===== src/rtl/key_debounce_pkg.sv =====
// Shared types and derived constants for the pushbutton debouncer.
// State encoding plus divider terminal/width helpers.
package key_debounce_pkg;

    typedef enum logic [1:0] {
        S_IDLE         = 2'd0,
        S_PRESS_WAIT   = 2'd1,
        S_PRESSED      = 2'd2,
        S_RELEASE_WAIT = 2'd3
    } state_t;

    localparam int STABLE_W    = 8;
    localparam int PRESS_CNT_W = 8;

    function automatic int div_terminal(input int clk_hz, input int tick_hz);
        return (clk_hz / tick_hz) - 1;
    endfunction

    function automatic int div_width(input int clk_hz, input int tick_hz);
        return ((clk_hz / tick_hz) <= 2) ? 1 : $clog2(clk_hz / tick_hz);
    endfunction

endpackage


===== src/rtl/tick_gen.sv =====
// Free-running divider producing a one-clk sample strobe.
// Counts 0..terminal and strobes while at terminal.
module tick_gen
    import key_debounce_pkg::*;
#(
    parameter int CLK_HZ  = 50000000,
    parameter int TICK_HZ = 1000
) (
    input  logic clk,
    input  logic rst_n,
    output logic tick
);

    localparam int               DIV_W    = div_width(CLK_HZ, TICK_HZ);
    localparam logic [DIV_W-1:0] DIV_TERM = DIV_W'(div_terminal(CLK_HZ, TICK_HZ));

    logic [DIV_W-1:0] r_cnt;
    logic             w_term;

    assign w_term = (r_cnt == DIV_TERM);

    always_ff @(posedge clk or negedge rst_n) begin
        if (!rst_n) begin
            r_cnt <= '0;
        end else if (w_term) begin
            r_cnt <= '0;
        end else begin
            r_cnt <= r_cnt + DIV_W'(1);
        end
    end

    assign tick = w_term;

endmodule


===== src/rtl/key_debounce.sv =====
// Pushbutton debouncer: sync, tick-sampled qualify FSM,
// press/release strobes, LED toggle and press counter.
module key_debounce
    import key_debounce_pkg::*;
#(
    parameter int CLK_HZ       = 50000000,
    parameter int TICK_HZ      = 1000,
    parameter int STABLE_TICKS = 20
) (
    input  logic       clk,
    input  logic       rst_n,
    input  logic       key_n,
    output logic       key_level,
    output logic       press_pulse,
    output logic       release_pulse,
    output logic       led_toggle,
    output logic [7:0] press_count
);

    localparam logic [STABLE_W-1:0] STABLE_N = STABLE_W'(STABLE_TICKS);

    logic                   r_sync1;
    logic                   r_sync2;
    logic                   w_pressed_s;
    logic                   w_tick;

    state_t                 r_state;
    state_t                 w_state_nxt;
    logic [STABLE_W-1:0]    r_stable_cnt;
    logic [STABLE_W-1:0]    w_stable_nxt;
    logic [STABLE_W-1:0]    w_cnt_inc;

    logic                   w_key_level;
    logic                   w_press_evt;
    logic                   w_release_evt;

    logic                   r_press_pulse;
    logic                   r_release_pulse;
    logic                   r_led;
    logic [PRESS_CNT_W-1:0] r_press_cnt;

    tick_gen #(
        .CLK_HZ  (CLK_HZ),
        .TICK_HZ (TICK_HZ)
    ) u_tick (
        .clk   (clk),
        .rst_n (rst_n),
        .tick  (w_tick)
    );

    // Idle level of the raw key is high, so the synchronizer resets to 1.
    always_ff @(posedge clk or negedge rst_n) begin
        if (!rst_n) begin
            r_sync1 <= 1'b1;
            r_sync2 <= 1'b1;
        end else begin
            r_sync1 <= key_n;
            r_sync2 <= r_sync1;
        end
    end

    assign w_pressed_s = ~r_sync2;
    assign w_cnt_inc   = r_stable_cnt + STABLE_W'(1);

    always_ff @(posedge clk or negedge rst_n) begin
        if (!rst_n) begin
            r_state      <= S_IDLE;
            r_stable_cnt <= '0;
        end else begin
            r_state      <= w_state_nxt;
            r_stable_cnt <= w_stable_nxt;
        end
    end

    always_comb begin
        w_state_nxt  = r_state;
        w_stable_nxt = r_stable_cnt;
        if (w_tick) begin
            unique case (r_state)
                S_IDLE: begin
                    w_stable_nxt = '0;
                    if (w_pressed_s) begin
                        if (STABLE_N == STABLE_W'(1)) begin
                            w_state_nxt = S_PRESSED;
                        end else begin
                            w_state_nxt  = S_PRESS_WAIT;
                            w_stable_nxt = STABLE_W'(1);
                        end
                    end
                end
                S_PRESS_WAIT: begin
                    if (!w_pressed_s) begin
                        w_state_nxt  = S_IDLE;
                        w_stable_nxt = '0;
                    end else if (w_cnt_inc == STABLE_N) begin
                        w_state_nxt  = S_PRESSED;
                        w_stable_nxt = '0;
                    end else begin
                        w_stable_nxt = w_cnt_inc;
                    end
                end
                S_PRESSED: begin
                    w_stable_nxt = '0;
                    if (!w_pressed_s) begin
                        if (STABLE_N == STABLE_W'(1)) begin
                            w_state_nxt = S_IDLE;
                        end else begin
                            w_state_nxt  = S_RELEASE_WAIT;
                            w_stable_nxt = STABLE_W'(1);
                        end
                    end
                end
                S_RELEASE_WAIT: begin
                    if (w_pressed_s) begin
                        w_state_nxt  = S_PRESSED;
                        w_stable_nxt = '0;
                    end else if (w_cnt_inc == STABLE_N) begin
                        w_state_nxt  = S_IDLE;
                        w_stable_nxt = '0;
                    end else begin
                        w_stable_nxt = w_cnt_inc;
                    end
                end
                default: begin
                    w_state_nxt  = S_IDLE;
                    w_stable_nxt = '0;
                end
            endcase
        end
    end

    // A bounce back from RELEASE_WAIT to PRESSED is not a new press.
    always_comb begin
        w_key_level   = (r_state == S_PRESSED) || (r_state == S_RELEASE_WAIT);
        w_press_evt   = (w_state_nxt == S_PRESSED) &&
                        ((r_state == S_IDLE) || (r_state == S_PRESS_WAIT));
        w_release_evt = (w_state_nxt == S_IDLE) &&
                        ((r_state == S_PRESSED) || (r_state == S_RELEASE_WAIT));
    end

    always_ff @(posedge clk or negedge rst_n) begin
        if (!rst_n) begin
            r_press_pulse   <= 1'b0;
            r_release_pulse <= 1'b0;
            r_led           <= 1'b0;
            r_press_cnt     <= '0;
        end else begin
            r_press_pulse   <= w_press_evt;
            r_release_pulse <= w_release_evt;
            if (w_press_evt) begin
                r_led       <= ~r_led;
                r_press_cnt <= r_press_cnt + PRESS_CNT_W'(1);
            end
        end
    end

    assign key_level     = w_key_level;
    assign press_pulse   = r_press_pulse;
    assign release_pulse = r_release_pulse;
    assign led_toggle    = r_led;
    assign press_count   = r_press_cnt;

endmodule


===== config.mk =====
export PLATFORM = sky130hd
export DESIGN_NAME = key_debounce
export DESIGN_NICKNAME = d
export VERILOG_FILES = /design/src/rtl/key_debounce_pkg.sv /design/src/rtl/tick_gen.sv /design/src/rtl/key_debounce.sv
export SDC_FILE = /design/constraint.sdc
export NUM_CORES = 1
export LEC_CHECK = 0
export CAP_MARGIN = 20
export CORE_UTILIZATION = 25
export DETAILED_ROUTE_END_ITERATION = 8
export HOLD_SLACK_MARGIN = 0.12
export SYNTH_ARGS = -nofsm -noshare
export SYNTH_HDL_FRONTEND = slang
export SYNTH_SLANG_ARGS = --single-unit
export TNS_END_PERCENT = 10

===== constraint.sdc =====
create_clock -name clk -period 7 [get_ports clk]
set_clock_uncertainty 0.1 [all_clocks]
set_input_delay 0.7 -clock clk [delete_from_list [all_inputs] [get_ports clk]]
set_output_delay 0.7 -clock clk [all_outputs]
set_load 0.05 [all_outputs]

Word-level counts from Yosys, hierarchy flattened
Cells that the tools add are included.
{"block": "word_totals", "in_bits": 3, "out_inout_bits": 12, "elab_cells": 40, "regBits": 39}
{"block": "classes", "n_mux": 15, "n_eq_ne": 6, "add_sub_neg": 3, "bitwise": 1, "reduce_logical": 6}
{"operator": "case mux 8 bit (4 select lines)", "count": 1}
{"operator": "two-way mux 8 bit", "count": 3}
{"operator": "adder 16 x 1 -> 16 bit, second input constant", "count": 1}
{"operator": "adder 8 x 1 -> 8 bit, second input constant", "count": 2}
{"operator": "equality test 16 bit, second input constant", "count": 1}
{"operator": "two-way mux 16 bit", "count": 1}
{"operator": "two-way mux 2 bit", "count": 7}
{"operator": "equality test 8 x 5 -> 1 bit, second input constant", "count": 1}
{"operator": "case mux 2 bit (4 select lines)", "count": 1}
{"operator": "equality test 2 bit, second input constant", "count": 3}
{"operator": "zero test 2 bit", "count": 2}
{"operator": "equality test 2 x 1 -> 1 bit, second input constant", "count": 1}
{"operator": "logical AND 1 bit", "count": 2}
{"operator": "logical OR 1 bit", "count": 2}
{"operator": "two-way mux 1 bit", "count": 2}
{"operator": "inverter 1 bit", "count": 1}

Logic depth before layout (Yosys ltp)
Gate-level depths: netlist of the first run.
{"block": "depth", "ltp_word": 8, "ltp_mapped": 7, "depth_no_buf": 6}

By module
A second synthesis of the first run with hierarchy kept.
{"block": "hier_totals", "hier_cells": 166, "area_unflattened_um2": 1823.0}
{"module": "key_debounce", "seq_area_each_um2": 578.1, "instances": 1, "area_each_um2": 1061.0, "cells_each": 99}
{"module": "tick_gen", "seq_area_each_um2": 400.4, "instances": 1, "area_each_um2": 762.0, "cells_each": 67}

Worst setup path after synthesis of the first run
Ideal clock, no wire load.
{"block": "synth_timing", "path_type": "register -> register", "startpoint": "register r_stable_cnt[0]", "endpoint": "register r_press_cnt[3], in the netlist press_count[3]", "path_stages_with_launch": 7, "n_path_buf": 0, "period_less_slack_ns": 2.249, "t_required_ns": 6.758, "setup_ns": 0.142, "setup_slack_ns": 4.751, "arrival_time_ns": 2.008, "path_cell_list": "dfrtp_1 > ha_1 > nand2b_4 > or4b_4 > a2111oi_4 > nand4_1 > xnor2_1"}
{"block": "synth_via", "elab_chain_cells": 8, "word_cells_on_any_way": 10, "cone_classes": "1 x add/sub; 2 x eq/ne; 6 x mux; 1 x reduce/logical"}
{"element": "start, declared", "line_no": "key_debounce.sv:29", "rtl": "logic [STABLE_W-1:0] r_stable_cnt;"}
{"element": "start signal, assigned", "line_no": "key_debounce.sv:71", "rtl": "r_stable_cnt <= w_stable_nxt;"}
{"element": "adder 8 x 1 -> 8 bit *", "line_no": "key_debounce.sv:63", "rtl": "assign w_cnt_inc = r_stable_cnt + STABLE_W'(1);"}
{"element": "equality test 8 x 5 -> 1 bit *", "line_no": "key_debounce.sv:95, key_debounce.sv:117"}
{"element": "two-way mux 2 bit (on tied branches)", "line_no": "key_debounce.sv:117, key_debounce.sv:95"}
{"element": "two-way mux 2 bit (on tied branches)", "line_no": "key_debounce.sv:114, key_debounce.sv:92"}
{"element": "case mux 2 bit (4 select lines) *", "line_no": "key_debounce.sv:79", "rtl": "unique case (r_state)"}
{"element": "two-way mux 2 bit *", "line_no": "key_debounce.sv:78", "rtl": "if (w_tick) begin"}
{"element": "equality test 2 bit *", "line_no": "key_debounce.sv:135", "rtl": "w_press_evt = (w_state_nxt == S_PRESSED) &&"}
{"element": "logical AND 1 bit *", "line_no": "key_debounce.sv:135"}
{"element": "end signal, assigned", "line_no": "key_debounce.sv:152", "rtl": "r_press_cnt <= r_press_cnt + PRESS_CNT_W'(1);"}
{"element": "end, declared", "line_no": "key_debounce.sv:40", "rtl": "logic [PRESS_CNT_W-1:0] r_press_cnt;"}
Mark *: on every way between the ends. The rest lies on a longest branch, timed or not.
A chain may end at the register's enable or synchronous reset.

Worst setup path after layout of the first run
{"block": "layout_timing", "startpoint": "register u_tick.r_cnt[12]", "endpoint": "register r_press_cnt[1], in the netlist press_count[1]"}
{"block": "layout_via", "elab_chain_cells": 4}
{"element": "start, declared", "line_no": "tick_gen.sv:17", "rtl": "logic [DIV_W-1:0] r_cnt;"}
{"element": "start signal, assigned", "line_no": "tick_gen.sv:28", "rtl": "r_cnt <= r_cnt + DIV_W'(1);"}
{"element": "equality test 16 bit", "line_no": "tick_gen.sv:20", "rtl": "assign w_term = (r_cnt == DIV_TERM);"}
{"element": "two-way mux 2 bit", "line_no": "key_debounce.sv:78"}
{"element": "equality test 2 bit", "line_no": "key_debounce.sv:135"}
{"element": "logical AND 1 bit", "line_no": "key_debounce.sv:135"}
Every way passes these cells.

==> run summary, run 1 <==
The run finished with clean final reports. The post-route antenna net violation count was 0; the number of buffers added for setup after CTS was 0. Clock-pin slew was measured on the worst setup and hold paths at 0.08 ns. Setup repair after global routing left no endpoint under its margin. The tools report the setup violation total in the final timing report as 0. The upper clock frequency limit was 0.376 GHz; the number of failing hold endpoints at the final stage was 0. TritonCTS built the clock tree.

The final cycle utilization of the critical path was 37.9%. Measured against its own limit, the worst slew margin works out to 43.3%. For the pin with the worst max-slew slack, the measured transition is 0.850 ns. The count of port buffers added during placement works out to 14. The floorplan step defined a die boundary enclosing 7700 sq um.

The maximum fanout count along the critical path was 17. Of the cells placed in the final design, the portion with a size suffix greater than 1 is 9.84%. The clock drives 39 sinks. Mean instance size in the synthesized netlist: 11.1 sq um.

The most used flip-flop cell after synthesis is dfrtp_1. The average via count per standard cell works out to 4.60. The multi-input combinational cells in the finished layout cover a total of 837 sq um. After synthesis the netlist holds a flip-flop and latch count of 39. Final hold analysis gives a worst-case slack of 0.259 ns.

No sink is reached through more buffers than the 2 on the longest clock path. Remaining design rule violation count: 0. The maximum number of pins on one net before global-route repair is 40, and the number of global-route vias before repair is 1,255. Of the synthesized area, sequential elements account for 53.2%. Summed over all layers, the routed wires come to 3.21 mm. The run gives 172 as the synthesized net count. The average wire length per cell after detail routing came out at 11.5 um.

The effective utilization at floorplan was 26.5%; the cell area after synthesis was 1840 sq um. The leakage power total is 0.000956 uW. STA classifies the critical path startpoint as a flop. Once the clock tree was built, the resizer swapped 0 gates to a different size. For this run the aggregate overflow at the end of global routing stands at 0. Routability-driven placement finished with a final weighted congestion of 0.731. Maximum vdd drop: 0.0000627 V.

The power per cell area is 178 nW/um^2. The tree is rooted in a clkbuf_8. Counting flops with an async set or reset pin after synthesis yields a share of 100%. The net count reported at finish was 189; the number of pins with negative max-slew slack in the final report was 0. Relative to the synthesized area, the layout overhead comes to 17.8%. The first global-routing pass estimated 5.85 mm of wire.

The logs give 52 for the DRC marker count from the first detailed-route iteration and 0.29 ns for the clock latency on the worst-skew pair. The number of synthesized flops with an enable pin is 0, and the number of CTS-inserted buffers is 5. During synthesis, Yosys emitted a total of 0 warnings.

The library cell used most frequently in the layout, excluding fill and tap cells, is dfrtp_1. The floorplan step set the die width to 87.8 um. Subtracting the final worst setup slack from the clock period gives 2.66 ns.

The logs give 0 for the hold buffer count at cts and 2.73 ns for the data arrival at the endpoint of the critical path. In this run the number of H-tree levels came out at 2. The kind of critical path was flop to flop. The die span in y is 87.8 um, and the detailed-router iteration count before antenna repair is 4.

The run gives 0 as the number of violations of the max-capacitance limit. Summed over all nets, the half-perimeter wirelength after detailed placement is 2.23 mm. The logs give 1,284 for the detailed-route via count and 272 for the cell count after placement.

For this run, the number of standard cells in the final layout without fillers is 279. 15 I/O pins were placed. The initial antenna violation count is 0.

For the number of placement rows, the log shows 30. The top cell types in the final layout, fill and taps aside, are dfrtp_1, xnor2_1, nand2_1. Across every metal layer, demand over resource in global routing totals 9.72%.

Across the whole layout, storage elements account for 978 sq um. STA puts the critical path data required time at 7.07 ns. The synthesized netlist contains 36 unique library cells.

In the synthesized netlist, the number of instances is 166. For the core area, the log shows 6940 sq um. The number of inserted filler cells in the final layout was 706. The worst setup path is captured at a flop. The path category of the worst min-delay check is flop to flop. The number of diodes was 0; the summed negative setup slack over all endpoints was 0 ns.
-- critical path, cell delays in order, from the launching register on --
cell	delay, ns
dfrtp_1	0.41
nor4bb_1	0.52
nand4_2	0.50
a2111oi_4	0.65
mux2_4	0.35
-- per-layer routing --
| layer | vias up | wire [um] | GRT usage, % |
|---|---|---|---|
| li1 | 627 | - | - |
| met1 | 638 | 1730 | 13.1 |
| met2 | 13 | 1350 | 14.6 |
| met3 | 6 | 90 | 3.39 |
| met4 | 0 | 36 | 3.13 |
| met5 | - | 0 | 0 |
-- registers in the layout, summed over array words and instances (netlist names) --
register       count
led_toggle         1
press_count        8
press_pulse        1
r_stable_cnt       8
r_state            2
r_sync1            1
r_sync2            1
release_pulse      1
u_tick.r_cnt      16
-- power breakdown --
group	leakage [uW]	switching (uW)	internal, uW
registers	0.000524	0.498	226
clock network	0.0000470	76.1	77.3
logic	0.000385	4.67	1.09
-- final timing paths --
kind	from	endpoint	slack, ns	depth (start not counted)
worst max-delay path	u_tick.r_cnt[12]	press_count[1]	4.34	4
min in group asynchronous	rst_n	u_tick.r_cnt[13]	0.41	1
max in group asynchronous	rst_n	r_stable_cnt[2]	5.85	1
worst min register to register	r_sync1	r_sync2	0.26	0
worst max register to register	u_tick.r_cnt[12]	press_count[1]	4.34	4
worst min-delay path	r_sync1	r_sync2	0.26	0
-- layout make-up --
type | instances | area share (%)
flip-flops and latches | 39 | 45.2
multi-input cells | 121 | 38.6
inverters | 2 | 0.347
clock buffers | 6 | 3.81
repair buffers | 14 | 6.24
clock inverters | 1 | 0.231
well taps | 96 | 5.55
-- cells in the mapped netlist (2+ instances only) --
cell      instances  share of area (%)
nor2_1           11                2.2
xor2_1            8                3.8
a21o_1            3                1.2
clkbuf_1          3               0.61
nand3_1          11                3.0
inv_1             2               0.41
nand2_1          15                3.1
nor3_1            3               0.82
ha_1              3                2.0
a211o_1           2               0.95
dfstp_2           2                2.9
and2_1            2               0.68
a211oi_1          2               0.82
o21ai_0           6                1.6
and3_1           10                3.4
a21oi_1           4                1.1
dfrtp_1          37                 50
nor4_1            2               0.68
xnor2_1          17                8.1
nand4_1           5                1.7
o31ai_1           3                1.2
-- metrics by stage --
stage	setup WS, ns	util (%)	cell area [sq um]	power [uW]
5_1_grt	4.12	31.2	2170	401
3_5_place_dp	4.36	29.9	2080	237
2_1_floorplan	4.75	-	1840	232
3_3_place_gp	4.33	29.9	2080	237
6_report	4.34	31.2	2170	386
4_1_cts	4.33	31.2	2170	390
-- kinds of logic after synthesis --
group                      Yosys count  synth area share (%)
adders and majority gates            3                  2.04
muxes                                2                  1.36
AOI/OAI and AO/OA                   22                  8.91
xor gates and xnor gates            25                  11.9
and+or+nand+nor                     69                  21.3
buffers and inverters                6                  1.29
DFF                                 39                  53.2
(Power assumes the default switching activity.)
==> inputs of run 2 (changes only) <==
clock period = 2.3 ns   (was 7 ns; I/O delays follow)
==> run 2 against run 1 <==
  * Global-route usage shrank 0.20 points
  * Critical path depth grew 2
  * Wire length grew 3.1%
  * Register-to-register slack lost 4.2 ns
  * Die area is the same
  * Total power grew to 3.0 times the previous value
  * Flip-flop and latch count is the same
  * Clock power grew to 3.0 times the previous value
  * Combinational power grew to 3.2 times the previous value
  * Final area grew 3.4%
  * First-iteration DRC count grew 83%
  * Hold slack lost 0.0046 ns
  * Largest power group unchanged
  * Highest routed layer unchanged
==> run summary, run 2 (same netlist as run 1, synthesis figures left out) <==
The logs give 40 (unchanged) for the maximum number of pins on one net before global-route repair and 0 (unchanged) for the remaining design rule violation count. The maximum vdd drop is 0.000203 V (was 0.0000627 V). The flow ran to the end, and the final reports show no timing, DRC or antenna violations. The capture point of the worst reg-to-reg path is press_count[1] (unchanged). The run gives 852 sq um (was 837 sq um) as the area occupied by multi-input gates.

The area growth from synthesis to layout is 21.8% (was 17.8%), and the number of violations of the max-capacitance limit is 0 (unchanged). The run gives 26.5% (unchanged) as the effective utilization at floorplan. The met1 usage is 13.5% (was 13.1%). The minimum clock period after layout came out at 2.18 ns (was 2.66 ns).

The kind of critical path is flop to flop (unchanged). The power per cell area was 523 nW/um^2 (was 178 nW/um^2). The run gives 0.806 (was 0.731) as the final RePlAce weighted congestion.

The core area is 6940 sq um (unchanged), and the worst-case setup margin in the final layout is 0.116 ns (was 4.34 ns). The timing endpoint of the critical path is press_count[1] (unchanged). The detailed-route via count is 1,286 (was 1,284). Number of placement rows: 30 (unchanged). The number of failing hold endpoints at the final stage is 0 (unchanged), and the pin slew with the least headroom to its limit is 0.856 ns (was 0.850 ns). The average via count per standard cell was 4.50 (was 4.60); the setup violation total in the final timing report was 0 (unchanged). The tools report the sort of element at the start of the critical path as a flop (unchanged).

The worst-case headroom to the max-slew limit is 43.0% (was 43.3%). Setup repair after global routing left no endpoint under its margin. The detailed-router iteration count before antenna repair is 4 (unchanged). The tools report the number of top-level pins as 15 (unchanged). The data arrival at the endpoint of the critical path came out at 2.26 ns (was 2.73 ns).

The worst-case clock buffer depth came out at 2 (unchanged). The routed wire length is 3.30 mm (was 3.21 mm). The tools report the start point of the critical path as r_stable_cnt[1] (was u_tick.r_cnt[12]).

The run gives 0.12 ns (was 4.34 ns) as the register-to-register setup slack. The tools report the net count reported at finish as 196 (was 189). The path category of the worst min-delay check is primary input to flop (was flop to flop). Met2 routing resource usage after global routing: 13.8% (was 14.6%). Data required time of the critical path: 2.37 ns (was 7.07 ns). The upper clock frequency limit was 0.458 GHz (was 0.376 GHz); the final cell area excluding filler cells was 2240 sq um (was 2170 sq um). The flip-flop count of the largest register after layout was 16 (unchanged); the number of diodes was 0 (unchanged). The total overflow reported by the global router came out at 0 (unchanged). Launch instance of the worst register-to-register path: r_stable_cnt[1] (was u_tick.r_cnt[12]). The count of clock tree sinks is 39 (unchanged), and the fraction of layout cells with a size suffix above 1 is 14.2% (was 9.84%). The endpoint kind of the worst setup timing path was a flop (unchanged). The final cycle utilization of the critical path is 95.0% (was 37.9%), and the number of inserted filler cells in the final layout is 698 (was 706). The run gives 1,196 (was 1,255) as the number of global-route vias before repair. The buffer type at the clock tree root is clkbuf_8 (unchanged).

The leakage power total came out at 0.000988 uW (was 0.000956 uW). The run gives 5.66 mm (was 5.85 mm) as the global-route wire length before repair. Register name with the most flops: u_tick.r_cnt (unchanged).

Most frequent cells in the layout: dfrtp_1, xnor2_1, nand2_1 (unchanged). Number of pins with negative max-slew slack in the final report: 0 (unchanged). The slowest stage cell on the critical path is or4b_4 (was a2111oi_4). The floorplan die width was 87.8 um (unchanged).

The post-detailed-placement cell area is 2120 sq um (was 2080 sq um). TritonCTS built the clock tree. The maximum fanout count along the critical path was 9 (was 17). The busiest layer in global routing was met2 (unchanged).

The post-DP HPWL was 2.29 mm (was 2.23 mm). The summed negative setup slack over all endpoints is 0 ns (unchanged). The met3 global-route usage is 2.83% (was 3.39%), and the number of H-tree levels is 2 (unchanged). The post-placement setup slack is 0.0944 ns (was 4.36 ns). The count of port buffers added during placement came out at 14 (unchanged).

The register clock-pin slew on the reported worst setup and hold paths works out to 0.07 ns (was 0.08 ns). Register area: 978 sq um (unchanged). For the initial antenna violation count, the log shows 0 (unchanged).

The critical path's largest stage delay works out to 0.50 ns (was 0.65 ns). The clock latency on the worst-skew pair came out at 0.28 ns (was 0.29 ns). The run gives 7700 sq um (unchanged) as the total die area. The average wire length per cell after detail routing is 11.6 um (was 11.5 um), and the total track usage is 9.51% (was 9.72%). The die span in y came out at 87.8 um (unchanged). The post-route antenna net violation count is 0 (unchanged). Series of cell instances along the critical path: ha_2, nand2b_4, or4b_4, a2111oi_4, buf_6, mux2_4 (was nor4bb_1, nand4_2, a2111oi_4, mux2_4). For the DRC marker count from the first detailed-route iteration, the log shows 95 (was 52). The path depth of the worst reg2reg path works out to 6 (was 4). Leading cell type in the layout, fill and taps excluded: dfrtp_1 (unchanged). The number of CTS-inserted buffers came out at 5 (unchanged). The run gives 32.3% (was 31.2%) as the final cell utilization of the core.
## run 2: through the flow
| step | instances | total power (uW) | hold slack (ns) |
|---|---|---|---|
| after global placement | 278 | 723 | 0.248 |
| after global routing | 286 | 1220 | 0.255 |
| after CTS | 286 | 1190 | 0.252 |
| after floorplan | 166 | 705 | -0.166 |
| final | 286 | 1170 | 0.254 |
| after detailed placement | 278 | 723 | 0.251 |
## run 2: repair_timing
| action | CTS | global route |
|---|---|---|
| hold buffers | 1 | 0 |
| setup endpoints to repair | 0 | 9 |
| buffers inserted | 0 | 0 |
| hold endpoints to repair | 37 | 0 |
| gates resized for setup | 0 | 4 |
## run 2: worst max-delay path: cells and delay by family, from the launching register on
kind,cells,cell delay [ns]
simple gates,2,0.56
flops,1,0.40
compound gates,1,0.30
mux,1,0.29
fa+ha+maj,1,0.24
buf+inv,1,0.18
## run 2: worst min path at each step
stage | to | slack, ns | startpoint | cells past startpoint
final | r_sync1 | 0.25 | key_n | 1
after global routing | r_sync1 | 0.25 | key_n | 1
after CTS | r_sync1 | 0.25 | key_n | 1
after detailed placement | r_sync2 | 0.25 | r_sync1 | 0
after global placement | r_sync2 | 0.25 | r_sync1 | 0
after floorplan | led_toggle | -0.17 | rst_n | 0
## run 2: per-layer routing
layer,up-vias,part of all wire [%]
li1,638,-
met3,4,3.5
met4,0,1.0
met2,23,45
met1,621,50
met5,-,0
## run 2: where the power goes
group,total [uW],switching (uW),internal [uW]
sequential,690,1.51,689
combinational,18.7,14.3,4.40
clock,463,228,235
## run 2: cell type report
type / count / share of cell area (%)
clock buffers: 6 / 3.69
clock inverters: 1 / 0.223
inverters: 2 / 0.335
multi-input cells: 121 / 38.0
flip-flops and latches: 39 / 43.7
well taps: 96 / 5.36
repair buffers: 21 / 8.66
==> inputs of run 3 (changes only) <==
CORE_ASPECT_RATIO = 0.9   (was unset)
==> run 3 against run 2 <==
  * Flip-flop and latch count did not move
  * Sequential share of layout area fell by 0.36 points
  * Maximum frequency fell by 0.30%
  * Critical endpoint unchanged
  * First-iteration DRC count is 45% lower
  * Clock power is 26% higher
  * Global-route usage is 0.068 points higher
  * Total power up 10%
  * Final cell count down 1.0%
==> run summary, run 3 (same netlist as run 1, synthesis figures left out) <==
The flow ran to the end, and the final reports show no timing, DRC or antenna violations. Power per cell area: 573 nW/um^2 (was 523 nW/um^2). The number of failing hold endpoints at the final stage came out at 0 (unchanged).

The sort of element at the start of the critical path is a flop (unchanged). The run gives 0.769 (was 0.806) as the final RePlAce weighted congestion. The register name with the most flops is u_tick.r_cnt (unchanged). The fraction of layout cells with a size suffix above 1 came out at 14.2% (unchanged). The number of top-level pins is 15 (unchanged). The run gives 2 (unchanged) as the number of H-tree levels.

Global-route wire length before repair: 5.80 mm (was 5.66 mm). The run gives 0 (unchanged) as the remaining design rule violation count. The logs give 0 (unchanged) for the number of buffers added for setup after CTS and 0.456 GHz (was 0.458 GHz) for the upper clock frequency limit. The endpoint kind of the worst setup timing path is a flop (unchanged). The worst hold slack is 0.242 ns (was 0.254 ns). The DRC marker count from the first detailed-route iteration was 52 (was 95). The detailed-route via count was 1,280 (was 1,286); the number of pins with negative max-slew slack in the final report was 0 (unchanged). For the post-route antenna net violation count, the log shows 0 (unchanged). The floorplan die width works out to 92.4 um (was 87.8 um). The data required time of the critical path was 2.37 ns (about the same); the share of power burned in combinational logic was 1.5% (was 1.6%). The worst-case clock buffer depth was 2 (unchanged); the number of violations of the max-capacitance limit was 0 (unchanged). The path category of the worst min-delay check is primary input to flop (unchanged). The die span in y works out to 83.4 um (was 87.8 um). The kind of critical path is flop to flop (unchanged). The count of port buffers added during placement came out at 14 (unchanged). The tools report the total die area as 7700 sq um (about the same).

The average wire length per cell after detail routing is 11.5 um (was 11.6 um), and the total overflow reported by the global router is 0 (unchanged). Internal power summed over all cells: 1040 uW (was 928 uW). The leakage power total was 0.000998 uW (was 0.000988 uW); the portion of total power attributed to the clock network was 45.2% (was 39.5%). Maximum number of pins on one net before global-route repair: 40 (unchanged).

The average via count per standard cell is 4.52 (was 4.50). The clock latency on the worst-skew pair is 0.29 ns (was 0.28 ns). The run gives 2.31 mm (was 2.29 mm) as the post-DP HPWL. Sequential share of power: 53.4% (was 58.9%). The final cycle utilization of the critical path is 95.3% (was 95.0%), and the detailed-router iteration count before antenna repair is 4 (unchanged).

The number of global-route vias before repair came out at 1,216 (was 1,196). The minimum clock period after layout works out to 2.19 ns (was 2.18 ns). Switching power summed over all nets: 250 uW (was 244 uW).

The number of CTS-inserted buffers came out at 5 (unchanged). The effective utilization at floorplan was 26.0% (was 26.5%). The number of diodes was 0 (unchanged).

The tools report the buffer type at the clock tree root as clkbuf_8 (unchanged). The logs give 9.58% (was 9.51%) for the total track usage and 39 (unchanged) for the count of clock tree sinks. The core area was 7080 sq um (was 6940 sq um). For the number of placement rows, the log shows 29 (was 30). The leading cell type in the layout, fill and taps excluded was dfrtp_1 (unchanged).

The maximum fanout count along the critical path is 9 (unchanged). The run gives 0 (unchanged) as the initial antenna violation count. The area growth from synthesis to layout was 22.8% (was 21.8%). Worst-case headroom to the max-slew limit: 42.0% (was 43.0%). The logs give 195 (was 196) for the net count reported at finish and 0.000376 V (was 0.000203 V) for the maximum vdd drop.

The switching share of total power came out at 19.3% (was 20.8%). The overall power consumption is 1290 uW (was 1170 uW), and the setup violation total in the final timing report is 0 (unchanged). The flip-flop count of the largest register after layout is 16 (unchanged). Most frequent cells in the layout: dfrtp_1, xnor2_1, nand2_1 (unchanged). The logs give 0 ns (unchanged) for the summed negative setup slack over all endpoints and 3.26 mm (was 3.30 mm) for the routed wire length. The run gives 721 (was 698) as the number of inserted filler cells in the final layout. Setup repair after global routing left no endpoint under its margin.

TritonCTS built the clock tree. The register clock-pin slew on the reported worst setup and hold paths is 0.07 ns (about the same), and the pin slew with the least headroom to its limit is 0.870 ns (was 0.856 ns). For the data arrival at the endpoint of the critical path, the log shows 2.26 ns (about the same).
-- run 3: changes by cell type in the layout (fill, tap and decap cells not counted) --
cell,delta
bufinv_16,+1
buf_4,-1
-- run 3: worst paths after layout --
path | end | depth (start not counted) | slack, ns | startpoint
max reg2reg | press_count[1] | 6 | 0.11 | r_stable_cnt[1]
min reg2reg | r_sync2 | 0 | 0.26 | r_sync1
min in group asynchronous | u_tick.r_cnt[8] | 2 | 0.49 | rst_n
max | press_count[1] | 6 | 0.11 | r_stable_cnt[1]
max in group asynchronous | press_count[6] | 2 | 1.06 | rst_n
min | r_sync1 | 1 | 0.24 | key_n
-- run 3: through the flow --
stage	util [%]	instances	setup slack, ns	cell area (sq um)
floorplan	-	166	0.0507	1840
global placement	29.8	274	0.106	2110
detailed placement	29.8	274	0.0783	2110
CTS	31.7	283	0.0669	2240
global route	31.9	283	0.00774	2260
finish	31.9	283	0.109	2260
-- run 3: critical path: stages (launching register included) --
cell       delay (ns)
dfrtp_1          0.39
ha_2             0.24
nand2b_4         0.06
or4b_4           0.51
a2111oi_4        0.30
buf_6            0.18
mux2_4           0.30
-- run 3: power by group through the flow --
stage / Combinational, uW / Sequential [uW] / Clock (uW)
3_5_place_dp: 19.2 / 704 / 0
5_1_grt: 22.7 / 690 / 628
2_1_floorplan: 2.22 / 703 / 0
6_report: 18.9 / 690 / 584
3_3_place_gp: 19.4 / 703 / 0
4_1_cts: 20.5 / 690 / 608
-- run 3: layout make-up --
type	instances	area (sq um)	area share, %
well taps	93	116	5.15
clock buffers	6	82.6	3.66
multi-input cells	121	852	37.7
flip-flops and latches	39	978	43.3
inverters	2	7.51	0.332
clock inverters	2	35.0	1.55
repair buffers	20	186	8.25
-- run 3: timing repair --
action                                  in CTS  in global routing
hold endpoints to repair                    37                  0
resized for setup                            0                  4
hold buffers                                 1                  0
endpoints found under the setup margin       0                  8
-- run 3: metal layers --
layer  global-route usage, %  wire length, um  up-vias  part of all wire (%)
met5                       0                0        -                     0
met4                    2.98               17        0                  0.52
met3                    3.21              116        2                   3.6
met2                    13.8             1430       12                    44
met1                    13.5             1700      628                    52
li1                        -                -      638                     -
==> variant 1: new RTL, config.mk and constraints of run 1 <==
`CLK_HZ` is set to 50000000 in 2 places; all go to 25000000.
--- a/src/rtl/tick_gen.sv
+++ b/src/rtl/tick_gen.sv
@@ -5,3 +5,3 @@
 #(
-    parameter int CLK_HZ  = 50000000,
+    parameter int CLK_HZ  = 25000000,
     parameter int TICK_HZ = 1000
--- a/src/rtl/key_debounce.sv
+++ b/src/rtl/key_debounce.sv
@@ -5,3 +5,3 @@
 #(
-    parameter int CLK_HZ       = 50000000,
+    parameter int CLK_HZ       = 25000000,
     parameter int TICK_HZ      = 1000,
Function: no difference found for any inputs over 10 cycles, from zero or initial values and one cycle with rst_n low; that may be too few to reach the edited logic, so the function may still have changed.
==> variant 1 against run 1 <==
  * Wire length rose by 6.2%
  * First-iteration DRC count up 37%
  * Total power fell by 3.0%
  * Sequential cell count decreased by 1
  * Final area is 1.4% lower
  * Highest routed layer unchanged
  * Cell count increased by 3.2%
  * Critical path depth grew 1
  * Area after synthesis is 0.82% lower
  * Worst setup slack gained 170 ps
==> variant 1: results <==
{
  "p_int_w": 0.000300,
  "die_area_mm2": 0.00764,
  "largest_reg_flops": 15,
  "synth_fp_nets": 184,
  "hold_class": "register to register",
  "pwr.group.sequential_w": 0.000221,
  "antenna_found_initial": 0,
  "grt_use_total_pct": 10.0,
  "ys_seq_area_share_pct": 52.3,
  "postLayoutSetupSlackWorst_ps": 4520,
  "ys_top_cells_by_area": "dfrtp_1 49%, xor2_1 6.2%, nand3_1 3.6%, xnor2_1 3.4%, nand4_1 3.1%",
  "nMultiInputCombCells": 130,
  "outcome": "finished clean",
  "endpoint": "r_stable_cnt[7]",
  "clockPowerShare_pct": 39.4,
  "finalNonFillerCells": 288,
  "vdd_drop_max_v": 0.0000755,
  "path_clk_slew_ps": 70,
  "nonClkBufAreaFrac_pct": 6.33,
  "wirelength_um": 3400,
  "cts-root-buf": "clkbuf_8",
  "dp_hpwl_um": 2370,
  "seq_cell_count": 38,
  "n_clock_buffer": 7,
  "grt_pass1_wl_um": 5880,
  "maxSlewHeadroom_pct": 43.8,
  "drive_gt1_share_pct": 8.33,
  "drt_iter0_drc": 71,
  "cts_resized": 0,
  "nets": 198,
  "worstPathArrival_ps": 2600,
  "viasPerCell": 4.59,
  "grt_max_degree": 39,
  "r2r.worst_path.cells": 5,
  "inv_count": 3,
  "final-seq-area_um2": 953,
  "clkCellAreaFrac_pct": 4.04,
  "worstSetupStartpoint": "u_tick.r_cnt[0]",
  "fillers": 733,
  "gp_congestion": 0.735,
  "signal_buffers": 14,
  "clockBufferDepth": 2,
  "path_max_fanout": 21,
  "leakage_nw": 0.938,
  "synthTopCellsByCount": "36 x dfrtp_1, 15 x nor2_1, 14 x nand2_1, 13 x nand3_1, 13 x xor2_1",
  "multi_input_area_um2": 828,
  "grt_pass1_vias": 1297,
  "dpl_cell_area_mm2": 0.00205,
  "placedCellCount": 281,
  "syn_area_per_cell_um2": 10.2,
  "synth_cell_types": 38,
  "synth_ff_type": "dfrtp_1",
  "pwr-share-seq_pct": 59.0
}
## variant 1: cell count changes in the layout (fill, tap and decap cells not counted), moves of 3 or more
| cell | run 1 | this run |
|---|---|---|
| nand4_1 | 5 | 9 |
| nor4_1 | 2 | 7 |
| nor2_1 | 11 | 15 |
| a22o_1 | 0 | 3 |
| and3_1 | 10 | 4 |
| nor2b_1 | 0 | 3 |
| xnor2_1 | 17 | 7 |
| xor2_1 | 8 | 13 |
## variant 1: cell families (layout without fill, tap and decap cells)
logic type	Yosys count	count (layout)	share of synthesized area (%)
buffers and inverters	10	24	2.33
adders and majority gates	3	3	2.06
muxes	1	1	0.617
AOI/OAI and AO/OA	22	22	8.16
xor gates and xnor gates	20	20	9.60
DFF	38	38	52.3
and+or+nand+nor	84	84	25.0
## variant 1: how the worst min path moves through the flow
stage          startpoint       to  slack [ps]  cells after the start
3_5_place_dp      r_sync1  r_sync2         250                      0
3_3_place_gp      r_sync1  r_sync2         250                      0
5_1_grt           r_sync1  r_sync2         270                      0
4_1_cts           r_sync1  r_sync2         260                      0
2_1_floorplan     r_sync1  r_sync2         250                      0
6_report          r_sync1  r_sync2         260                      0
## variant 1: critical path, cell delays in order (launching register included)
cell and delay [ps]:
dfrtp_1 390, ha_1 240, and4b_2 250, nand4_1 620, or4_1 730, nand3_1 100
## variant 1: metrics by stage
step / hold slack (ps) / util [%]
2_1_floorplan: 245 / -
3_3_place_gp: 247 / 29.7
3_5_place_dp: 248 / 29.7
4_1_cts: 262 / 30.9
5_1_grt: 267 / 30.9
6_report: 260 / 30.9
## variant 1: layer usage
layer / vias up / GRT usage [%] / share of wire [%]
met2: 21 / 14.5 / 42
met3: 6 / 3.13 / 3.7
met4: 0 / 4.02 / 1.5
met5: - / 0 / 0
li1: 663 / - / -
met1: 633 / 13.9 / 53
==> variant 2: new RTL, config.mk and constraints of run 1 <==
Without the edit above. Re-encode `state_t` (4 states) as Gray code, 2 bits wide.
--- a/src/rtl/key_debounce_pkg.sv
+++ b/src/rtl/key_debounce_pkg.sv
@@ -5,6 +5,6 @@
     typedef enum logic [1:0] {
-        S_IDLE         = 2'd0,
-        S_PRESS_WAIT   = 2'd1,
-        S_PRESSED      = 2'd2,
-        S_RELEASE_WAIT = 2'd3
+        S_IDLE         = 2'b00,
+        S_PRESS_WAIT   = 2'b01,
+        S_PRESSED      = 2'b11,
+        S_RELEASE_WAIT = 2'b10
     } state_t;
Formal check against the unedited RTL: no difference found for any inputs over 10 cycles, from zero or initial values and one cycle with rst_n low; not proved beyond that.
==> variant 2 against run 1 <==
  * Critical path depth decreased by 3
  * Total power increased by 9.8%
  * Sequential power about the same
  * Non-clock buffer count unchanged
  * Area after synthesis increased by 3.8%
  * Worst setup slack improved by 260 ps
  * Largest cell class unchanged
  * Hold slack got worse by 1.5 ps
  * Final area increased by 3.8%
  * Clock power increased by 25%
  * Sequential cell count unchanged
  * Wire length increased by 5.4%
==> variant 2: results <==
{
  "outcome": "finished clean",
  "dp_hpwl_um": 2260,
  "viasPerCell": 4.54,
  "ys_seq_area_share_pct": 51.2,
  "wirelength_um": 3380,
  "synthXorXnorAreaFrac_pct": 9.17,
  "cp_top_family": "buffers and inverters",
  "inv_count": 3,
  "gp_congestion": 0.743,
  "dpl_cell_area_mm2": 0.00214,
  "path_max_fanout": 7,
  "design.core.area_mm2": 0.00733,
  "hold_ws_ps": 257,
  "synth_compound_area_share_pct": 8.58,
  "r2r_start": "r_stable_cnt[0]",
  "grt_pass1_vias": 1254,
  "vdd_drop_max_v": 0.0000771,
  "placedCellCount": 280,
  "grt_pass1_wl_um": 5880,
  "p_int_w": 0.000333,
  "pwr-share-seq_pct": 53.5,
  "syn2layout_area_growth_pct": 17.8,
  "grt_use_total_pct": 9.68,
  "syn_area_per_cell_um2": 11.1,
  "sh_seq_area_pct": 43.5,
  "comb-power_w": 0.00000544,
  "n_clock_buffer": 5,
  "endpoint": "key_level",
  "leakage_nw": 0.945,
  "worst_pin_slew_ps": 865,
  "synthTopCellsByCount": "37 x dfrtp_1, 14 x nand2_1, 14 x xnor2_1, 10 x nor2_1",
  "synth_mux_area_share_pct": 2.42,
  "fillers": 740,
  "multi_input_area_share_pct": 39.5,
  "cp_slowest_cell": "clkdlybuf4s50_1",
  "synth_fa_ha_area_share_pct": 1.97,
  "nonClkBufAreaFrac_pct": 6.01,
  "timing.fmax_mhz": 418,
  "nMultiInputCombCells": 125,
  "synth_fp_nets": 178,
  "finalNonFillerCells": 288,
  "clkCellAreaFrac_pct": 5.01,
  "dpl_worst_slack_ps": 4700,
  "ys_top_cells_by_area": "dfrtp_1 48%, xnor2_1 6.4%, nand4_1 2.9%, dfstp_2 2.8%, nand2_1 2.8%",
  "worstSetupStartpoint": "r_state[1]"
}
## variant 2: cell count changes after synthesis, moves of 3 or more
cell | before | now
xnor2_1 | 17 | 14
and3_1 | 10 | 4
and2_1 | 2 | 5
nand4_1 | 5 | 9
o21ai_0 | 6 | 9
## variant 2: routing by layer
| metal | vias up | part of all wire [%] | track usage (%) |
|---|---|---|---|
| li1 | 653 | - | - |
| met1 | 633 | 50 | 12.4 |
| met2 | 17 | 46 | 15.6 |
| met3 | 5 | 2.8 | 2.77 |
| met4 | 0 | 1.0 | 3.46 |
| met5 | - | 0 | 0 |
## variant 2: how the worst min path moves through the flow
| stage | startpoint | end |
|---|---|---|
| after CTS | r_sync1 | r_sync2 |
| after global placement | r_sync1 | r_sync2 |
| final | r_sync1 | r_sync2 |
| after detailed placement | r_sync1 | r_sync2 |
| after global routing | r_sync1 | r_sync2 |
| after floorplan | r_sync1 | r_sync2 |
